<file path="config.mk">
export PLATFORM = sky130hd
export DESIGN_NAME = glogic_pipe
export DESIGN_NICKNAME = d
export VERILOG_FILES = /design/src/rtl/glogic_pkg.sv /design/src/rtl/glogic_core.sv /design/src/rtl/glogic_pipe.sv
export SDC_FILE = /design/constraint.sdc
export NUM_CORES = 1
export LEC_CHECK = 0
export BUFFER_PORTS_ARGS = -buffer_cell sky130_fd_sc_hd__clkbuf_2
export CAP_MARGIN = 20
export CORE_AREA = 2 2 117 96
export DETAILED_ROUTE_END_ITERATION = 8
export DIE_AREA = 0 0 119 98
export SYNTH_ARGS = -nofsm -noshare
export SYNTH_HDL_FRONTEND = slang
export SYNTH_HIERARCHICAL = 1
export SYNTH_SLANG_ARGS = --single-unit
export TNS_END_PERCENT = 50
</file>
<file path="constraint.sdc">
create_clock -name clk -period 4.25 [get_ports clk]
set_input_delay 0.425 -clock clk [delete_from_list [all_inputs] [get_ports clk]]
set_output_delay 0.425 -clock clk [all_outputs]
set_load 0.02 [all_outputs]
</file>
<file path="src/rtl/glogic_pkg.sv">
// Shared types for the pipelined bitwise logic unit: opcode width and opcode enum.
package glogic_pkg;

  localparam int OP_W = 3;

  typedef enum logic [OP_W-1:0] {
    OP_AND   = 3'd0,
    OP_OR    = 3'd1,
    OP_XOR   = 3'd2,
    OP_NAND  = 3'd3,
    OP_NOR   = 3'd4,
    OP_XNOR  = 3'd5,
    OP_NOTA  = 3'd6,
    OP_PASSA = 3'd7
  } op_e;

endpackage

</file>
<file path="src/rtl/glogic_core.sv">
// Combinational bitwise logic core: (op, a, b) -> (y, zr, ng), flags taken from the result.
module glogic_core
  import glogic_pkg::*;
#(
  parameter int WIDTH = 16
) (
  input  op_e              op,
  input  logic [WIDTH-1:0] a,
  input  logic [WIDTH-1:0] b,
  output logic [WIDTH-1:0] y,
  output logic             zr,
  output logic             ng
);

  // NOTE: y gets a default before the case so no path leaves it unassigned and no latch is inferred.
  always_comb begin
    y = '0;
    case (op)
      OP_AND:   y = a & b;
      OP_OR:    y = a | b;
      OP_XOR:   y = a ^ b;
      OP_NAND:  y = ~(a & b);
      OP_NOR:   y = ~(a | b);
      OP_XNOR:  y = ~(a ^ b);
      OP_NOTA:  y = ~a;
      OP_PASSA: y = a;
      default:  y = '0;
    endcase
  end

  assign zr = (y == '0);
  assign ng = y[WIDTH-1];

endmodule

</file>
<file path="src/rtl/glogic_pipe.sv">
// Two-stage valid/ready pipeline around glogic_core; stage 1 holds operands, stage 2 holds result and flags.
module glogic_pipe
  import glogic_pkg::*;
#(
  parameter int WIDTH = 16
) (
  input  logic             clk,
  input  logic             rst_n,
  input  logic             in_valid,
  output logic             in_ready,
  input  op_e              in_op,
  input  logic [WIDTH-1:0] in_a,
  input  logic [WIDTH-1:0] in_b,
  output logic             out_valid,
  input  logic             out_ready,
  output logic [WIDTH-1:0] out_data,
  output logic             out_zr,
  output logic             out_ng
);

  logic             s1_valid;
  op_e              s1_op;
  logic [WIDTH-1:0] s1_a;
  logic [WIDTH-1:0] s1_b;

  logic             s2_valid;
  logic [WIDTH-1:0] s2_data;
  logic             s2_zr;
  logic             s2_ng;

  logic [WIDTH-1:0] core_y;
  logic             core_zr;
  logic             core_ng;

  logic adv1;
  logic adv2;

  // A stage may load when it is empty or its contents leave this cycle.
  assign adv2     = ~s2_valid | out_ready;
  assign adv1     = ~s1_valid | adv2;
  assign in_ready = adv1;

  glogic_core #(.WIDTH(WIDTH)) u_core (
    .op (s1_op),
    .a  (s1_a),
    .b  (s1_b),
    .y  (core_y),
    .zr (core_zr),
    .ng (core_ng)
  );

  // NOTE: sequential state uses non-blocking assignments so every flop samples pre-edge values.
  always_ff @(posedge clk or negedge rst_n) begin
    if (!rst_n) begin
      s1_valid <= 1'b0;
      s2_valid <= 1'b0;
      s2_data  <= '0;
      s2_zr    <= 1'b0;
      s2_ng    <= 1'b0;
    end else begin
      if (adv1) s1_valid <= in_valid;
      if (adv2) s2_valid <= s1_valid;
      if (adv2 && s1_valid) begin
        s2_data <= core_y;
        s2_zr   <= core_zr;
        s2_ng   <= core_ng;
      end
    end
  end

  // NOTE: operand flops carry no reset; they are only observed while s1_valid marks them loaded.
  always_ff @(posedge clk) begin
    if (in_valid && adv1) begin
      s1_op <= in_op;
      s1_a  <= in_a;
      s1_b  <= in_b;
    end
  end

  assign out_valid = s2_valid;
  assign out_data  = s2_data;
  assign out_zr    = s2_zr;
  assign out_ng    = s2_ng;

endmodule

</file>
# Word level (Yosys, flattened, before mapping)
# Index checks and enable logic that the tools add are counted.
# word_totals
reg_bits,55
inputBits,39
# op_classes
eq_ne,7
muxes,1
n_bitwise,11
n_reduce_logical,4
# ops
cell,count
$pmux 16 s8,1
$not 16->16,4
$and 16x16->16,1
$logic_not 16->1,1
$or 16x16->16,1
$xor 16x16->16,1
$eq 3x3->1 const B,4
$eq 3x2->1 const B,2
$eq 3x1->1 const B,1
$logic_not 3->1,1
$logic_and 1x1->1,2
$not 1->1,2
$or 1x1->1,2

# Longest topological paths before layout
# logic_depth
ltp_word,4
ltp_mapped,9
mapped_depth_nobuf,9

# By module
# The synthesis kept the hierarchy.
# by_module_without_submodules
module,n_inst,cells_each,area_each_um2,seq_area_each_um2
glogic_pipe,1,80,1864.3,1551.5
glogic_core,1,251,1749.2,0.0

# Least setup slack after synthesis
# Ideal clock, no wire load.
# synth_timing
path_type,register -> register
from,register s2_valid (netlist: out_valid)
to,register s1_a[0] (enable)
setup_ps,395
t_arrival_ps,1674
setup_slack_ps,2181
stages_incl_launch_ff,3
n_path_buf,0
cell_sequence,dfrtp_1 -> nand3b_1 -> and2_1
# synth_via
elab_chain_len,4
# synth_rtl
item,line_no,text
from (decl),glogic_pipe.sv:26,logic s2_valid;
from (signal assigned),glogic_pipe.sv:62,if (adv2) s2_valid <= s1_valid;
$not 1->1,glogic_pipe.sv:39,assign adv2 = ~s2_valid | out_ready;
$or 1x1->1,glogic_pipe.sv:39,
$or 1x1->1,glogic_pipe.sv:40,assign adv1 = ~s1_valid | adv2;
via in_ready,glogic_pipe.sv:10,"output logic in_ready,"
$logic_and 1x1->1,glogic_pipe.sv:73,if (in_valid && adv1) begin
to (signal assigned),glogic_pipe.sv:75,s1_a <= in_a;
to (decl),glogic_pipe.sv:23,logic [WIDTH-1:0] s1_a;
# The timed path passes the listed nets, and every way through them passes these cells.
# A chain may end at the register's enable or synchronous reset.

# Worst setup path after layout
# layout_timing
from,register s1_op[2]
to,register s2_zr (netlist: out_zr)
# layout_via
elab_chain_len,3
word_cells_on_any_way,10
cone_classes,7 x eq/ne; 1 x mux; 2 x reduce/logical
# layout_rtl
item,line_no,text
from (decl),glogic_pipe.sv:22,op_e s1_op;
from (signal assigned),glogic_pipe.sv:74,s1_op <= in_op;
"$eq 3x3->1, or another cell as far along",glogic_core.sv:18,case (op)
$pmux 16 s8 (*),glogic_core.sv:18,
via core_ng,glogic_pipe.sv:33,logic core_ng;
$logic_not 16->1 (*),glogic_core.sv:31,assign zr = (y == '0);
via core_zr,glogic_pipe.sv:32,logic core_zr;
to (signal assigned),glogic_pipe.sv:65,s2_zr <= core_zr;
to (decl),glogic_pipe.sv:28,logic s2_zr;
# Mark *: on every way through the listed nets, which the timed path passes. The rest lies on a longest branch.

==> results.yml <==
pwr:
  p_leak_uw: 0.00187
  irDropWorstVdd_uv: 158
  p_per_area_nw_per_um2: 366
clock_network:
  cts_tree: "done"
  h-tree-depth: 2
  clkSlewWorstSetupHoldPaths_ns: 0.07
  cts.sinks: 55
  clk_latency_ns: 0.30
  post_cts_buffers: 0
  hold_buffers: 0
  cts_root_buf: "clkbuf_16"
  max-clock-path-buffers: 2
  cts-buffers-inserted: 5
  cts.repair.resized: 0
timing:
  timing.final.crit_share: 0.638
  clock.fmax_mhz: 369
  setup_viol: 0
  maxSlewHeadroom: 0.314
  finalHoldViolations: 0
  drv_slew: 0
  finalCriticalPeriod_ns: 2.71
  holdWs_ns: 0.0870
  rsz0062_at_grt: "false"
  setup-tns-final_ns: 0
  skew_ns: 0.00609
  tightest_slew_ns: 1.03
drt:
  drt_first_iter_violations: 218
  wl_um: 7530
  routedWlPerCell_um: 14.3
  ant_nets: 0
  num_vias: 2553
  drc: 0
  viasPerCell: 4.86
  dr.pass1.iters: 4
setup_path:
  crit_type: "reg2reg"
  crit_fanout: 34
  r2r_cells: 7
  required_ns: 4.44
  cp-start-kind: "flop"
  r2r-end: "out_zr"
  r2r_setup_slack_ns: 1.54
  crit_path_end_kind: "flop"
  reg2reg_from: "s1_op[2]"
  arrival_ns: 2.90
grt:
  grt_max_degree: 56
  grt_usage: 0.136
  grt_pass1_vias: 2532
  antenna_found_initial: 0
  grt_pass1_wl_um: 12800
  overflow: 0
floorplan:
  chipWidth_um: 119
  die_area_sq_um: 11700
  die_y_um: 98
  io_pins: 59
  coreArea_sq_um: 10600
  start_util: 0.341
  rows: 34
final_layout:
  syn_to_final_growth_pct: 14.1
  seq_area_sq_um: 1550
  stdcell_area_sq_um: 4120
  diodes: 0
  multi_input_area_sq_um: 1790
  fill_cells: 1026
  drive_above_1_share: 0.276
  fin_nets: 451
synthesis:
  yosysTopAreaCellShare: 0.291
  synth.avg_cell_area_sq_um: 10.9
  synth_edf_count: 35
  netlist_area_sq_um: 3610
  syn_inst: 331
  ys_seq_elements: 55
  syn-num-nets: 402
  ys_types: 45
  yosysWarnings: 6
  synth_area_leaders: "edfxtp_1 (29%), dfrtp_1 (14%), ha_1 (11%)"
  yosys.area.top_type: "edfxtp_1"
  yosysSeqAreaShare: 0.429
  synthFlopType: "edfxtp_1"
  async_reset_ff_frac: 0.364
placed_design:
  dpl.hpwl_um: 5460
  gp_congestion: 0.811
  port_buffers: 58
  dpl-instance-area_sq_um: 3980
min_path:
  hold_path.class: "in2async"
run_status:
  status: "finished, final reports clean"
flow_run:
  max_cap_viol_count: 0
Yosys cell counts, drive strengths merged (2+ instances only):
cell type,count
a211oi,7
a21oi,26
a221oi,5
a22o,6
a2bb2oi,2
a32oi,2
and2,5
buf,17
clkbuf,2
dfrtp,20
edfxtp,35
ha,32
inv,39
mux2,19
mux2i,14
nand2,4
nand2b,16
nor2,23
nor3,3
nor4,2
o21ai,9
o21bai,6
o221a,2
o22a,2
o22ai,7
o32ai,6
or2,6
xor2,7
flip-flops by register name (all words and copies together) (netlist names):
signal     count
s1_valid       1
s1_b          16
out_data      16
out_valid      1
out_zr         1
s1_a          16
s1_op          3
out_ng         1
power by group:
part | internal [uW] | switching [uW]
logic | 179 | 219
registers | 642 | 54.9
clock network | 218 | 197
routing by layer:
layer | routed length (um) | vias up | global-route usage
li1 | - | 1273 | -
met1 | 3910 | 1206 | 0.208
met2 | 3180 | 67 | 0.195
met3 | 354 | 7 | 0.0292
met4 | 86 | 0 | 0.0357
met5 | 0 | - | 0
critical path: stages, from the launching register on:
cell,delay [ns]
edfxtp_1,1.03
and2_4,0.39
a22o_1,0.18
o32ai_1,0.09
a21oi_1,0.38
nor4b_2,0.09
and4_1,0.17
mux2_2,0.25
how the worst max path moves through the flow:
stage | slack, ns | depth (start not counted) | start | endpoint
2_1_floorplan | 2.18 | 2 | out_valid | s1_a[0]
3_3_place_gp | 1.61 | 7 | s1_op[2] | out_zr
3_5_place_dp | 1.58 | 7 | s1_op[2] | out_zr
4_1_cts | 1.55 | 7 | s1_op[2] | out_zr
5_1_grt | 1.30 | 7 | s1_op[2] | out_zr
6_report | 1.54 | 7 | s1_op[2] | out_zr
area by class of cell:
| class | instances | area share |
|---|---|---|
| timing repair buffer | 61 | 0.0758 |
| clock buffer | 5 | 0.0303 |
| sequential | 55 | 0.376 |
| multi-input combinational | 218 | 0.434 |
| clock inverter | 3 | 0.00485 |
| inverter | 39 | 0.0355 |
| tap | 144 | 0.0437 |
logic make-up after synthesis:
| group | count (synthesis) | share of synthesized area |
|---|---|---|
| AO/OA/AOI/OAI | 80 | 0.155 |
| AND/OR/NAND/NOR | 65 | 0.101 |
| XOR/XNOR | 8 | 0.0194 |
| buffers and inverters | 58 | 0.0758 |
| adder cells (fa/ha/maj) | 32 | 0.111 |
| flip-flops | 55 | 0.429 |
| multiplexers | 33 | 0.108 |
cells in the final DEF (no fill, tap or decap), types with 4 or more instances in the layout:
cell type,n
o21bai_1,6
dfrtp_1,20
o22ai_1,7
inv_1,38
and2_1,4
mux2_2,9
mux2_4,10
clkbuf_16,5
o21ai_0,9
clkbuf_2,58
a22o_1,6
nand2b_1,15
xor2_1,7
a211oi_1,4
mux2i_1,14
a221oi_1,5
ha_1,32
nor2_1,23
edfxtp_1,35
or2_2,6
a21oi_1,25
o32ai_1,6
metrics by stage:
stage | total power [uW] | setup WS, ns | instances | util
6_report | 1510 | 1.54 | 525 | 0.389
5_1_grt | 1590 | 1.30 | 525 | 0.389
4_1_cts | 1530 | 1.55 | 525 | 0.389
3_5_place_dp | 1110 | 1.58 | 517 | 0.376
3_3_place_gp | 1100 | 1.61 | 517 | 0.376
2_1_floorplan | 986 | 2.18 | 331 | -
(Power assumes the default switching activity.)
